**src/rtl/tilelink_nto1_arbiter_if.sv**
```systemverilog
// A and D channel bundle shared by N TileLink-UL masters, the arbiter and one slave.
// Master buses are flattened, master i at slice i.
interface tilelink_nto1_arbiter_if #(
  parameter int MASTERS = 2,
  parameter int DW      = 32,
  parameter int AW      = 32,
  parameter int SW      = 4,
  parameter int ZW      = 4
);
  localparam int M   = MASTERS;
  localparam int IW  = (MASTERS > 1) ? $clog2(MASTERS) : 1;
  localparam int SSW = SW + IW;
  localparam int BW  = DW / 8;

  logic [3*M-1:0]  m_a_opcode;
  logic [3*M-1:0]  m_a_param;
  logic [ZW*M-1:0] m_a_size;
  logic [SW*M-1:0] m_a_source;
  logic [AW*M-1:0] m_a_address;
  logic [BW*M-1:0] m_a_mask;
  logic [DW*M-1:0] m_a_data;
  logic [M-1:0]    m_a_corrupt;
  logic [M-1:0]    m_a_valid;
  logic [M-1:0]    m_a_ready;

  logic [3*M-1:0]  m_d_opcode;
  logic [2*M-1:0]  m_d_param;
  logic [ZW*M-1:0] m_d_size;
  logic [SW*M-1:0] m_d_source;
  logic [M-1:0]    m_d_denied;
  logic [M-1:0]    m_d_corrupt;
  logic [DW*M-1:0] m_d_data;
  logic [M-1:0]    m_d_valid;
  logic [M-1:0]    m_d_ready;

  logic [2:0]      s_a_opcode;
  logic [2:0]      s_a_param;
  logic [ZW-1:0]   s_a_size;
  logic [SSW-1:0]  s_a_source;
  logic [AW-1:0]   s_a_address;
  logic [BW-1:0]   s_a_mask;
  logic [DW-1:0]   s_a_data;
  logic            s_a_corrupt;
  logic            s_a_valid;
  logic            s_a_ready;

  logic [2:0]      s_d_opcode;
  logic [1:0]      s_d_param;
  logic [ZW-1:0]   s_d_size;
  logic [SSW-1:0]  s_d_source;
  logic            s_d_denied;
  logic            s_d_corrupt;
  logic [DW-1:0]   s_d_data;
  logic            s_d_valid;
  logic            s_d_ready;

  modport slave (
    input  m_a_opcode, m_a_param, m_a_size, m_a_source, m_a_address,
    input  m_a_mask, m_a_data, m_a_corrupt, m_a_valid,
    output m_a_ready,
    output m_d_opcode, m_d_param, m_d_size, m_d_source, m_d_denied,
    output m_d_corrupt, m_d_data, m_d_valid,
    input  m_d_ready,
    output s_a_opcode, s_a_param, s_a_size, s_a_source, s_a_address,
    output s_a_mask, s_a_data, s_a_corrupt, s_a_valid,
    input  s_a_ready,
    input  s_d_opcode, s_d_param, s_d_size, s_d_source, s_d_denied,
    input  s_d_corrupt, s_d_data, s_d_valid,
    output s_d_ready
  );

  modport master (
    output m_a_opcode, m_a_param, m_a_size, m_a_source, m_a_address,
    output m_a_mask, m_a_data, m_a_corrupt, m_a_valid,
    input  m_a_ready,
    input  m_d_opcode, m_d_param, m_d_size, m_d_source, m_d_denied,
    input  m_d_corrupt, m_d_data, m_d_valid,
    output m_d_ready,
    input  s_a_opcode, s_a_param, s_a_size, s_a_source, s_a_address,
    input  s_a_mask, s_a_data, s_a_corrupt, s_a_valid,
    output s_a_ready,
    output s_d_opcode, s_d_param, s_d_size, s_d_source, s_d_denied,
    output s_d_corrupt, s_d_data, s_d_valid,
    input  s_d_ready
  );
endinterface

```
**src/rtl/tilelink_nto1_arbiter.sv**
```systemverilog
// N-to-1 TileLink-UL arbiter: round-robin A channel with burst/stall lock,
// D channel routed back by source-ID prefix.
module tilelink_nto1_arbiter #(
  parameter int MASTERS = 2,
  parameter int DW      = 32,
  parameter int AW      = 32,
  parameter int SW      = 4,
  parameter int ZW      = 4
) (
  input  logic                    tilelink_clock_i,
  input  logic                    tilelink_reset_ni,
  tilelink_nto1_arbiter_if.slave  bus
);
  localparam int IW = (MASTERS > 1) ? $clog2(MASTERS) : 1;
  localparam int BW = DW / 8;
  localparam int LB = $clog2(BW);
  localparam logic [IW:0] M_N = (IW+1)'(MASTERS);

  typedef enum logic [1:0] {IDLE, HOLD, BURST} state_e;

  state_e               state_q, state_d;
  logic [IW-1:0]        rr_q, rr_d;
  logic [IW-1:0]        grant_q, grant_d;
  logic [11:0]          cnt_q, cnt_d;
  logic [IW-1:0]        scan, sel, off, d_idx;
  logic [IW:0]          sum;
  logic [2*MASTERS-1:0] rot;
  logic [3:0]           sz_c;
  logic [12:0]          beats;
  logic                 rst_n, any_v, fire;

  assign rst_n = tilelink_reset_ni;

  function automatic logic [IW-1:0] nxt(input logic [IW-1:0] p);
    return (({1'b0, p} + 1'b1) == M_N) ? '0 : p + 1'b1;
  endfunction

  // Rotate valids so bit 0 is the rr_ptr master; the lowest set bit wins.
  always_comb begin
    rot = {bus.m_a_valid, bus.m_a_valid} >> rr_q;
    off = '0;
    for (int k = MASTERS - 1; k >= 0; k--)
      if (rot[k]) off = IW'(k);
    sum  = {1'b0, rr_q} + {1'b0, off};
    scan = (sum >= M_N) ? IW'(sum - M_N) : sum[IW-1:0];
  end

  assign sel   = (state_q == IDLE) ? scan : grant_q;
  assign any_v = |bus.m_a_valid;

  always_comb begin
    bus.s_a_opcode  = bus.m_a_opcode[2:0];
    bus.s_a_param   = bus.m_a_param[2:0];
    bus.s_a_size    = bus.m_a_size[ZW-1:0];
    bus.s_a_source  = {sel, bus.m_a_source[SW-1:0]};
    bus.s_a_address = bus.m_a_address[AW-1:0];
    bus.s_a_mask    = bus.m_a_mask[BW-1:0];
    bus.s_a_data    = bus.m_a_data[DW-1:0];
    bus.s_a_corrupt = bus.m_a_corrupt[0];
    bus.s_a_valid   = 1'b0;
    bus.m_a_ready   = '0;
    for (int i = 0; i < MASTERS; i++) begin
      if (sel == IW'(i)) begin
        bus.s_a_opcode  = bus.m_a_opcode[i*3 +: 3];
        bus.s_a_param   = bus.m_a_param[i*3 +: 3];
        bus.s_a_size    = bus.m_a_size[i*ZW +: ZW];
        bus.s_a_source  = {sel, bus.m_a_source[i*SW +: SW]};
        bus.s_a_address = bus.m_a_address[i*AW +: AW];
        bus.s_a_mask    = bus.m_a_mask[i*BW +: BW];
        bus.s_a_data    = bus.m_a_data[i*DW +: DW];
        bus.s_a_corrupt = bus.m_a_corrupt[i];
        bus.s_a_valid   = rst_n & bus.m_a_valid[i];
        bus.m_a_ready[i] = rst_n & bus.s_a_ready & any_v;
      end
    end
  end

  assign fire = bus.s_a_valid & bus.s_a_ready;

  // Only the data-carrying opcodes (0..3) span several beats.
  always_comb begin
    sz_c  = (bus.s_a_size > ZW'(12)) ? 4'd12 : 4'(bus.s_a_size);
    beats = 13'd1;
    if (bus.s_a_opcode <= 3'd3 && sz_c > 4'(LB))
      beats = 13'd1 << (sz_c - 4'(LB));
  end

  always_comb begin
    state_d = state_q;
    rr_d    = rr_q;
    grant_d = grant_q;
    cnt_d   = cnt_q;
    unique case (state_q)
      IDLE, HOLD: begin
        if (fire) begin
          rr_d    = nxt(sel);
          grant_d = sel;
          if (beats > 13'd1) begin
            state_d = BURST;
            cnt_d   = 12'(beats - 13'd1);
          end else begin
            state_d = IDLE;
          end
        end else if (bus.s_a_valid) begin
          state_d = HOLD;
          grant_d = sel;
        end
      end
      BURST: begin
        if (fire) begin
          cnt_d = cnt_q - 12'd1;
          if (cnt_q == 12'd1) state_d = IDLE;
        end
      end
      default: state_d = IDLE;
    endcase
  end

  always_ff @(posedge tilelink_clock_i or negedge tilelink_reset_ni) begin
    if (!tilelink_reset_ni) begin
      state_q <= IDLE;
      rr_q    <= '0;
      grant_q <= '0;
      cnt_q   <= '0;
    end else begin
      state_q <= state_d;
      rr_q    <= rr_d;
      grant_q <= grant_d;
      cnt_q   <= cnt_d;
    end
  end

  assign d_idx = bus.s_d_source[SW+IW-1:SW];

  // Prefixes with no master behind them are sunk so the slave never stalls.
  always_comb begin
    bus.m_d_valid = '0;
    bus.s_d_ready = rst_n;
    for (int i = 0; i < MASTERS; i++) begin
      if (d_idx == IW'(i)) begin
        bus.m_d_valid[i] = rst_n & bus.s_d_valid;
        bus.s_d_ready    = rst_n & bus.m_d_ready[i];
      end
    end
  end

  assign bus.m_d_opcode  = {MASTERS{bus.s_d_opcode}};
  assign bus.m_d_param   = {MASTERS{bus.s_d_param}};
  assign bus.m_d_size    = {MASTERS{bus.s_d_size}};
  assign bus.m_d_source  = {MASTERS{bus.s_d_source[SW-1:0]}};
  assign bus.m_d_denied  = {MASTERS{bus.s_d_denied}};
  assign bus.m_d_corrupt = {MASTERS{bus.s_d_corrupt}};
  assign bus.m_d_data    = {MASTERS{bus.s_d_data}};
endmodule
```
**src/flat_wrapper.sv**
```systemverilog
// flat-port wrapper written by rule: the top's interface ports become plain ports
module tilelink_nto1_arbiter_flat 
#(
  parameter int MASTERS = 2,
  parameter int DW      = 32,
  parameter int AW      = 32,
  parameter int SW      = 4,
  parameter int ZW      = 4
)
  (tilelink_clock_i, tilelink_reset_ni, bus_m_a_opcode, bus_m_a_param, bus_m_a_size, bus_m_a_source, bus_m_a_address, bus_m_a_mask, bus_m_a_data, bus_m_a_corrupt, bus_m_a_valid, bus_m_a_ready, bus_m_d_opcode, bus_m_d_param, bus_m_d_size, bus_m_d_source, bus_m_d_denied, bus_m_d_corrupt, bus_m_d_data, bus_m_d_valid, bus_m_d_ready, bus_s_a_opcode, bus_s_a_param, bus_s_a_size, bus_s_a_source, bus_s_a_address, bus_s_a_mask, bus_s_a_data, bus_s_a_corrupt, bus_s_a_valid, bus_s_a_ready, bus_s_d_opcode, bus_s_d_param, bus_s_d_size, bus_s_d_source, bus_s_d_denied, bus_s_d_corrupt, bus_s_d_data, bus_s_d_valid, bus_s_d_ready);
  tilelink_nto1_arbiter_if #(.MASTERS(MASTERS), .DW(DW), .AW(AW), .SW(SW), .ZW(ZW)) bus_i ();
  input  logic tilelink_clock_i;
  input  logic tilelink_reset_ni;
  input wire logic [$bits(bus_i.m_a_opcode)-1:0] bus_m_a_opcode;
  input wire logic [$bits(bus_i.m_a_param)-1:0] bus_m_a_param;
  input wire logic [$bits(bus_i.m_a_size)-1:0] bus_m_a_size;
  input wire logic [$bits(bus_i.m_a_source)-1:0] bus_m_a_source;
  input wire logic [$bits(bus_i.m_a_address)-1:0] bus_m_a_address;
  input wire logic [$bits(bus_i.m_a_mask)-1:0] bus_m_a_mask;
  input wire logic [$bits(bus_i.m_a_data)-1:0] bus_m_a_data;
  input wire logic [$bits(bus_i.m_a_corrupt)-1:0] bus_m_a_corrupt;
  input wire logic [$bits(bus_i.m_a_valid)-1:0] bus_m_a_valid;
  output wire logic [$bits(bus_i.m_a_ready)-1:0] bus_m_a_ready;
  output wire logic [$bits(bus_i.m_d_opcode)-1:0] bus_m_d_opcode;
  output wire logic [$bits(bus_i.m_d_param)-1:0] bus_m_d_param;
  output wire logic [$bits(bus_i.m_d_size)-1:0] bus_m_d_size;
  output wire logic [$bits(bus_i.m_d_source)-1:0] bus_m_d_source;
  output wire logic [$bits(bus_i.m_d_denied)-1:0] bus_m_d_denied;
  output wire logic [$bits(bus_i.m_d_corrupt)-1:0] bus_m_d_corrupt;
  output wire logic [$bits(bus_i.m_d_data)-1:0] bus_m_d_data;
  output wire logic [$bits(bus_i.m_d_valid)-1:0] bus_m_d_valid;
  input wire logic [$bits(bus_i.m_d_ready)-1:0] bus_m_d_ready;
  output wire logic [$bits(bus_i.s_a_opcode)-1:0] bus_s_a_opcode;
  output wire logic [$bits(bus_i.s_a_param)-1:0] bus_s_a_param;
  output wire logic [$bits(bus_i.s_a_size)-1:0] bus_s_a_size;
  output wire logic [$bits(bus_i.s_a_source)-1:0] bus_s_a_source;
  output wire logic [$bits(bus_i.s_a_address)-1:0] bus_s_a_address;
  output wire logic [$bits(bus_i.s_a_mask)-1:0] bus_s_a_mask;
  output wire logic [$bits(bus_i.s_a_data)-1:0] bus_s_a_data;
  output wire logic [$bits(bus_i.s_a_corrupt)-1:0] bus_s_a_corrupt;
  output wire logic [$bits(bus_i.s_a_valid)-1:0] bus_s_a_valid;
  input wire logic [$bits(bus_i.s_a_ready)-1:0] bus_s_a_ready;
  input wire logic [$bits(bus_i.s_d_opcode)-1:0] bus_s_d_opcode;
  input wire logic [$bits(bus_i.s_d_param)-1:0] bus_s_d_param;
  input wire logic [$bits(bus_i.s_d_size)-1:0] bus_s_d_size;
  input wire logic [$bits(bus_i.s_d_source)-1:0] bus_s_d_source;
  input wire logic [$bits(bus_i.s_d_denied)-1:0] bus_s_d_denied;
  input wire logic [$bits(bus_i.s_d_corrupt)-1:0] bus_s_d_corrupt;
  input wire logic [$bits(bus_i.s_d_data)-1:0] bus_s_d_data;
  input wire logic [$bits(bus_i.s_d_valid)-1:0] bus_s_d_valid;
  output wire logic [$bits(bus_i.s_d_ready)-1:0] bus_s_d_ready;
  assign bus_i.m_a_opcode = bus_m_a_opcode;
  assign bus_i.m_a_param = bus_m_a_param;
  assign bus_i.m_a_size = bus_m_a_size;
  assign bus_i.m_a_source = bus_m_a_source;
  assign bus_i.m_a_address = bus_m_a_address;
  assign bus_i.m_a_mask = bus_m_a_mask;
  assign bus_i.m_a_data = bus_m_a_data;
  assign bus_i.m_a_corrupt = bus_m_a_corrupt;
  assign bus_i.m_a_valid = bus_m_a_valid;
  assign bus_m_a_ready = bus_i.m_a_ready;
  assign bus_m_d_opcode = bus_i.m_d_opcode;
  assign bus_m_d_param = bus_i.m_d_param;
  assign bus_m_d_size = bus_i.m_d_size;
  assign bus_m_d_source = bus_i.m_d_source;
  assign bus_m_d_denied = bus_i.m_d_denied;
  assign bus_m_d_corrupt = bus_i.m_d_corrupt;
  assign bus_m_d_data = bus_i.m_d_data;
  assign bus_m_d_valid = bus_i.m_d_valid;
  assign bus_i.m_d_ready = bus_m_d_ready;
  assign bus_s_a_opcode = bus_i.s_a_opcode;
  assign bus_s_a_param = bus_i.s_a_param;
  assign bus_s_a_size = bus_i.s_a_size;
  assign bus_s_a_source = bus_i.s_a_source;
  assign bus_s_a_address = bus_i.s_a_address;
  assign bus_s_a_mask = bus_i.s_a_mask;
  assign bus_s_a_data = bus_i.s_a_data;
  assign bus_s_a_corrupt = bus_i.s_a_corrupt;
  assign bus_s_a_valid = bus_i.s_a_valid;
  assign bus_i.s_a_ready = bus_s_a_ready;
  assign bus_i.s_d_opcode = bus_s_d_opcode;
  assign bus_i.s_d_param = bus_s_d_param;
  assign bus_i.s_d_size = bus_s_d_size;
  assign bus_i.s_d_source = bus_s_d_source;
  assign bus_i.s_d_denied = bus_s_d_denied;
  assign bus_i.s_d_corrupt = bus_s_d_corrupt;
  assign bus_i.s_d_data = bus_s_d_data;
  assign bus_i.s_d_valid = bus_s_d_valid;
  assign bus_s_d_ready = bus_i.s_d_ready;
  tilelink_nto1_arbiter #(.MASTERS(MASTERS), .DW(DW), .AW(AW), .SW(SW), .ZW(ZW)) u_core (.tilelink_clock_i(tilelink_clock_i), .tilelink_reset_ni(tilelink_reset_ni), .bus(bus_i));
endmodule
```
**config.mk**
```make
export PLATFORM = sky130hd
export DESIGN_NAME = tilelink_nto1_arbiter_flat
export DESIGN_NICKNAME = d
export VERILOG_FILES = /design/src/rtl/tilelink_nto1_arbiter_if.sv /design/src/rtl/tilelink_nto1_arbiter.sv /design/src/flat_wrapper.sv
export SDC_FILE = /design/constraint.sdc
export NUM_CORES = 1
export LEC_CHECK = 0
export BUFFER_PORTS_ARGS = -buffer_cell sky130_fd_sc_hd__buf_2
export CAP_MARGIN = 30
export CORE_AREA = 5 5 156 158
export CTS_CLUSTER_DIAMETER = 40
export CTS_CLUSTER_SIZE = 24
export DETAILED_ROUTE_END_ITERATION = 6
export DIE_AREA = 0 0 161 163
export SYNTH_ARGS = -nofsm -noshare
export SYNTH_HDL_FRONTEND = slang
export SYNTH_SLANG_ARGS = --single-unit
```
**constraint.sdc**
```tcl
create_clock -name tilelink_clock_i -period 4.5 [get_ports tilelink_clock_i]
set_input_delay 0 -clock tilelink_clock_i [delete_from_list [all_inputs] [get_ports tilelink_clock_i]]
set_output_delay 0 -clock tilelink_clock_i [all_outputs]
set_load 0.005 [all_outputs]
```
After elaboration in Yosys (flattened, before gate mapping) --
Cells that the tools add are included. Widths: inputs -> output; s select.
Storage, ports and cells: bits in registers 16, input port bits 222, output and inout port bits 184, word-level logic and storage cells 78
Operators by class: $add $sub $neg 7, magnitude comparators 5, equality and inequality tests 9, shifts and indexed selects 2, mux-type cells 33, bitwise operators 8, reductions and logical operators 10
Operators by type and width (count):
- $mux 32 | 2
- $mux 12 | 3
- $pmux 12 s2 | 1
- $sub 12x1->12 const B | 2
- $mux 1 | 14
- $gt 13x1->1 const B | 1
- $mux 13 | 1
- $shl 1x4->13 const A | 1
- $eq 12x1->1 const B | 1
- $mux 4 | 3
- $mux 2 | 5
- $and 1x1->1 | 8
- $ne 2x1->1 const B | 4
- $mux 3 | 2
- $mux 5 | 1
- $eq 2x2->1 const B | 2
- $gt 4x2->1 const B | 1
- $gt 4x4->1 const B | 1
- $pmux 2 s2 | 1
- $reduce_and 2->1 | 2
- $reduce_and 4->1 | 1
- $reduce_bool 2->1 | 2
- $reduce_or 2->1 | 2
- $shr 4x1->2 | 1
- other kinds (12) | 12

Longest topological paths before layout --
depth after elaboration 17, mapped depth 19, gate-level depth less buffers 19

Least setup slack after synthesis --
OpenSTA, ideal clock, no wires.
path kind register to register, from register u_core.state_q[1], to register u_core.cnt_q[10], library setup time 122 ps, arrival time 3480 ps, required time 4378 ps, slack 899 ps, cell stages (with the launch flop) 19, path buffers 0, period minus slack after synthesis 3601 ps, cells stage by stage dfrtp_1 -> nor2_4 -> o211a_4 -> nor2_8 -> inv_2 -> mux2i_1 -> inv_1 -> ha_1 -> nand2b_1 -> nor2_1 -> o211ai_1 -> o311ai_2 -> a21o_1 -> inv_1 -> ha_1 -> inv_1 -> a211oi_1 -> o211ai_1 -> a32o_1
Between the ends: word-level cells in the longest chain between the ends 12, elaborated cells on any way between the ends 27, those cells by class add/sub: 2; order compare: 4; eq/ne: 5; shift: 1; mux: 9; bitwise: 1; reduce/logical: 5
Ends and longest elaborated chain:
- start, declared | line tilelink_nto1_arbiter.sv:21 | state_e state_q, state_d;
- start signal, assigned | line tilelink_nto1_arbiter.sv:126 | state_q <= state_d;
- $logic_not 2->1 | line tilelink_nto1_arbiter.sv:48, tilelink_nto1_arbiter.sv:93
- $mux 1 | line tilelink_nto1_arbiter.sv:48 | assign sel = (state_q == IDLE) ? scan : grant_q;
- $mux 4 | line tilelink_nto1_arbiter.sv:63 | if (sel == IW'(i)) begin
- $gt 4x4->1 | line tilelink_nto1_arbiter.sv:82 | sz_c = (bus.s_a_size > ZW'(12)) ? 4'd12 : 4'(bus.s_a_size);
- $mux 4 | line tilelink_nto1_arbiter.sv:82
- $sub 4x2->4 or $gt 4x2->1 (tied branches) | line tilelink_nto1_arbiter.sv:85, tilelink_nto1_arbiter.sv:84
- $shl 1x4->13 or $logic_and 1x1->1 (tied branches) | line tilelink_nto1_arbiter.sv:85, tilelink_nto1_arbiter.sv:84
- $mux 13 | line tilelink_nto1_arbiter.sv:84 | if (bus.s_a_opcode <= 3'd3 && sz_c > 4'(LB))
- $sub 12x1->12 | line tilelink_nto1_arbiter.sv:100 | cnt_d = 12'(beats - 13'd1);
- $mux 12 | line tilelink_nto1_arbiter.sv:98 | if (beats > 13'd1) begin
- $mux 12 | line tilelink_nto1_arbiter.sv:95 | if (fire) begin
- $pmux 12 s2 | line tilelink_nto1_arbiter.sv:93 | unique case (state_q)
- end signal, assigned | line tilelink_nto1_arbiter.sv:129 | cnt_q <= cnt_d;
- end, declared | line tilelink_nto1_arbiter.sv:24 | logic [11:0] cnt_q, cnt_d;
Several ways; a longest one is shown, not always the timed one. The select of a mux whose other input is x is not followed. A chain may end at the register's enable or synchronous reset.

Final worst setup path --
Ends and elaborated chain as after synthesis.

==> metrics.yaml <==
final_layout:
  fillers: 2678
  multi_input_area_um2: 2350
  seqCellArea_um2: 400
  synthToLayoutAreaGrowth_pct: 27.0
  final_core_util: 0.201
  drive_gt1_frac: 0.393
  fin_nets: 979
worst_setup_path:
  max_stage_delay_ps: 460
  cp_slowest_cell: "dfrtp_1"
  reg2reg_slack_ps: 430
  cp_cell_sequence: "nor2_4, o211a_4, nor2_8, inv_2, mux2i_1, inv_1, ha_1, nand2_1, nor2_1, o211ai_1, o311ai_4, nand2_1, ha_1, inv_1, o221ai_1, o211ai_4, or2_1, a32o_1"
  required_ps: 4640
  crit_buf_inv: 3
  worst-setup-path-type: "register to register"
  r2r_cells: 18
  crit_start: "u_core.state_q[1]"
  worstPathMaxFanout: 15
  path_delay_family: "compound AO/OA/AOI/OAI gates"
  critPathArrivalTime_ps: 4200
  r2r-end: "u_core.cnt_q[10]"
  rr_startpoint: "u_core.state_q[1]"
  startpoint_type: "register"
  cp-end-kind: "register"
power:
  ir_drop_mv: 0.380
  power_density_nw_per_um2: 617
  leakage_nw: 2.57
sta:
  rsz0062_at_grt: "no"
  finalCritPeriodShare: 0.904
  timing.fmax_mhz: 246
  slew_headroom: 0.409
  fin_skew_ps: 2.54
  hold_viol_final: 0
  setup_viol: 0
  worstMarginPinSlew_ps: 887
  tns_ps: 0
  report.final.slew_viol_count: 0
  fin_crit_ps: 4070
yosys:
  synth_compound_area_frac: 0.182
  ys_seq_area_frac: 0.110
  synth_top_family_by_area: "simple AND/OR/NAND/NOR gates"
  netlist_area_um2: 3640
  async_flop_share: 1.00
  synth-main-ff-cell: "dfrtp_1"
  yosys_warnings: 0
  netlist_instances: 604
  synth-xor-area-share: 0.0120
  synth_area_per_cell_um2: 6.02
  synthSimpleGateAreaFrac: 0.391
  muxShareOfSynthArea: 0.0351
  synth_edf_count: 0
  synthAdderAreaFrac: 0.0200
  ys_seq_elements: 16
  ys_types: 66
  syn_nets: 831
detailed_routing:
  drt_first_pass_iters: 5
  ant_nets: 0
  viasPerCell: 4.24
  drt-initial-drc-count: 328
  finalWirelength_um: 17100
  wl_per_cell_um: 16.4
  num_vias: 4423
  drc: 0
global_route:
  grt.overflow.total: 0
  first_global_vias: 4178
  grt_max_degree: 86
  grt_pass1_wl_um: 24800
  gr-usage-all-layers: 0.120
  antenna_found_initial: 1
clock_tree:
  cts.sinks: 16
  cts_made_buffers: 3
  path_clk_slew_ps: 50
  cts_root_buf: "clkbuf_16"
  htree_num_levels: 1
  clock_path_buffers: 2
  post_cts_buffers: 0
  cts_tree: "done"
  worstSkewPairLatency_ps: 250
flow_run:
  maxCapViolCount: 0
min_path:
  hold_path_depth: 0
  hp-class: "input port to primary output"
  worstHoldStart: "bus_s_d_opcode[1]"
  hold_end: "bus_m_d_opcode[1]"
floorplan:
  pin_count: 406
  start_util: 0.158
  core_region_area_um2: 23000
  die-area_um2: 26200
  dieHeight_um: 163
  rows: 56
  die_w_um: 161
placement:
  dp_hpwl_um: 14700
  place_congestion: 0.919
  port_buffers: 264
run_status:
  outcome: "completed"
-- metrics by stage --
stage	power (mW)	hold slack (ps)	worst slack, ps	instance area (um^2)	instances
floorplan	1.75	-296	899	3640	604
global placement	2.66	-7.15	419	4490	1036
detailed placement	2.68	-5.64	235	4490	1036
CTS	2.89	0.0536	231	4590	1041
global route	3.14	0.0155	97.7	4620	1041
finish	2.85	0.00289	433	4620	1042
-- per-layer routing --
metal / global-route usage / share of wire / up-vias
met4: 0.0256 / 0.018 / 0
li1: - / - / 2186
met2: 0.200 / 0.48 / 264
met1: 0.156 / 0.40 / 1956
met3: 0.0339 / 0.11 / 17
met5: 0 / 0 / -
-- timing repair --
item | in CTS | in global routing
gates resized for setup | 0 | 4
hold buffers | 1 | 0
setup endpoints to repair | 0 | 10
hold endpoints to repair | 16 | 0
-- report_power, final --
part | switching, mW | internal (mW)
registers | 0.0629 | 0.204
logic | 1.50 | 0.888
clock network | 0.0609 | 0.135
-- logic make-up (layout without fill, tap and decap cells) --
kind of cell,after synthesis,after routing
other,0,1
AO/OA/AOI/OAI,91,91
multiplexers,12,12
AND/OR/NAND/NOR,334,334
flip-flops,16,16
adder cells (fa/ha/maj),6,6
XOR/XNOR,5,5
buffers and inverters,140,287
-- how the worst max path moves through the flow --
stage | to | cells past startpoint
4_1_cts | u_core.cnt_q[2] | 16
3_3_place_gp | u_core.cnt_q[9] | 16
3_5_place_dp | u_core.cnt_q[4] | 16
6_report | u_core.cnt_q[10] | 18
2_1_floorplan | u_core.cnt_q[10] | 18
5_1_grt | u_core.cnt_q[10] | 18
-- flip-flops by register name, indices dropped and copies added (netlist names) --
name / cells
u_core.state_q: 2
u_core.rr_q: 1
u_core.grant_q: 1
u_core.cnt_q: 12
-- synth_stat cells, drive strengths merged (2+ instances only) --
| cell type | n | share of area |
|---|---|---|
| nand4 | 2 | 0.0034 |
| a211oi | 5 | 0.015 |
| nand3b | 4 | 0.0083 |
| nand2b | 4 | 0.0069 |
| o2bb2ai | 8 | 0.019 |
| nor3 | 9 | 0.014 |
| dfrtp | 16 | 0.11 |
| o311ai | 2 | 0.0069 |
| o21ai | 26 | 0.037 |
| nor2 | 22 | 0.029 |
| nor2b | 6 | 0.012 |
| and3 | 2 | 0.0034 |
| or3 | 5 | 0.0086 |
| nand2 | 257 | 0.27 |
| clkbuf | 23 | 0.024 |
| mux2 | 6 | 0.019 |
| xnor2 | 5 | 0.012 |
| a31oi | 3 | 0.0052 |
| a22oi | 3 | 0.0076 |
| nand3 | 11 | 0.015 |
| o22ai | 6 | 0.012 |
| o31ai | 2 | 0.0041 |
| o211ai | 6 | 0.018 |
| mux2i | 6 | 0.017 |
| buf | 102 | 0.21 |
| inv | 15 | 0.015 |
| a21o | 2 | 0.0041 |
| nor4 | 3 | 0.0052 |
| ha | 5 | 0.017 |
| a21oi | 17 | 0.024 |
| or4 | 3 | 0.0062 |
-- area by class of cell --
type,count,area share
Timing Repair Buffer,268,0.293
Multi-Input combinational cell,448,0.510
Sequential cell,16,0.0867
Antenna cell,1,0.000542
Tap cell,290,0.0785
Inverter,15,0.0122
Clock buffer,4,0.0192
-- cells in the final DEF, fill, tap and decap left out, types with 4 or more instances in the layout --
master / count
nor3_1: 8
mux2_2: 6
mux2i_1: 6
nand2b_1: 4
inv_1: 14
ha_1: 5
o211ai_1: 4
o22ai_1: 5
buf_2: 264
nor2_1: 19
o21ai_0: 23
a21oi_1: 16
or3_1: 5
xnor2_1: 5
nand3_1: 11
nor2b_1: 5
dfrtp_1: 16
nand2_1: 257
nand3b_1: 4
o2bb2ai_1: 8
(Power assumes the default switching activity.)
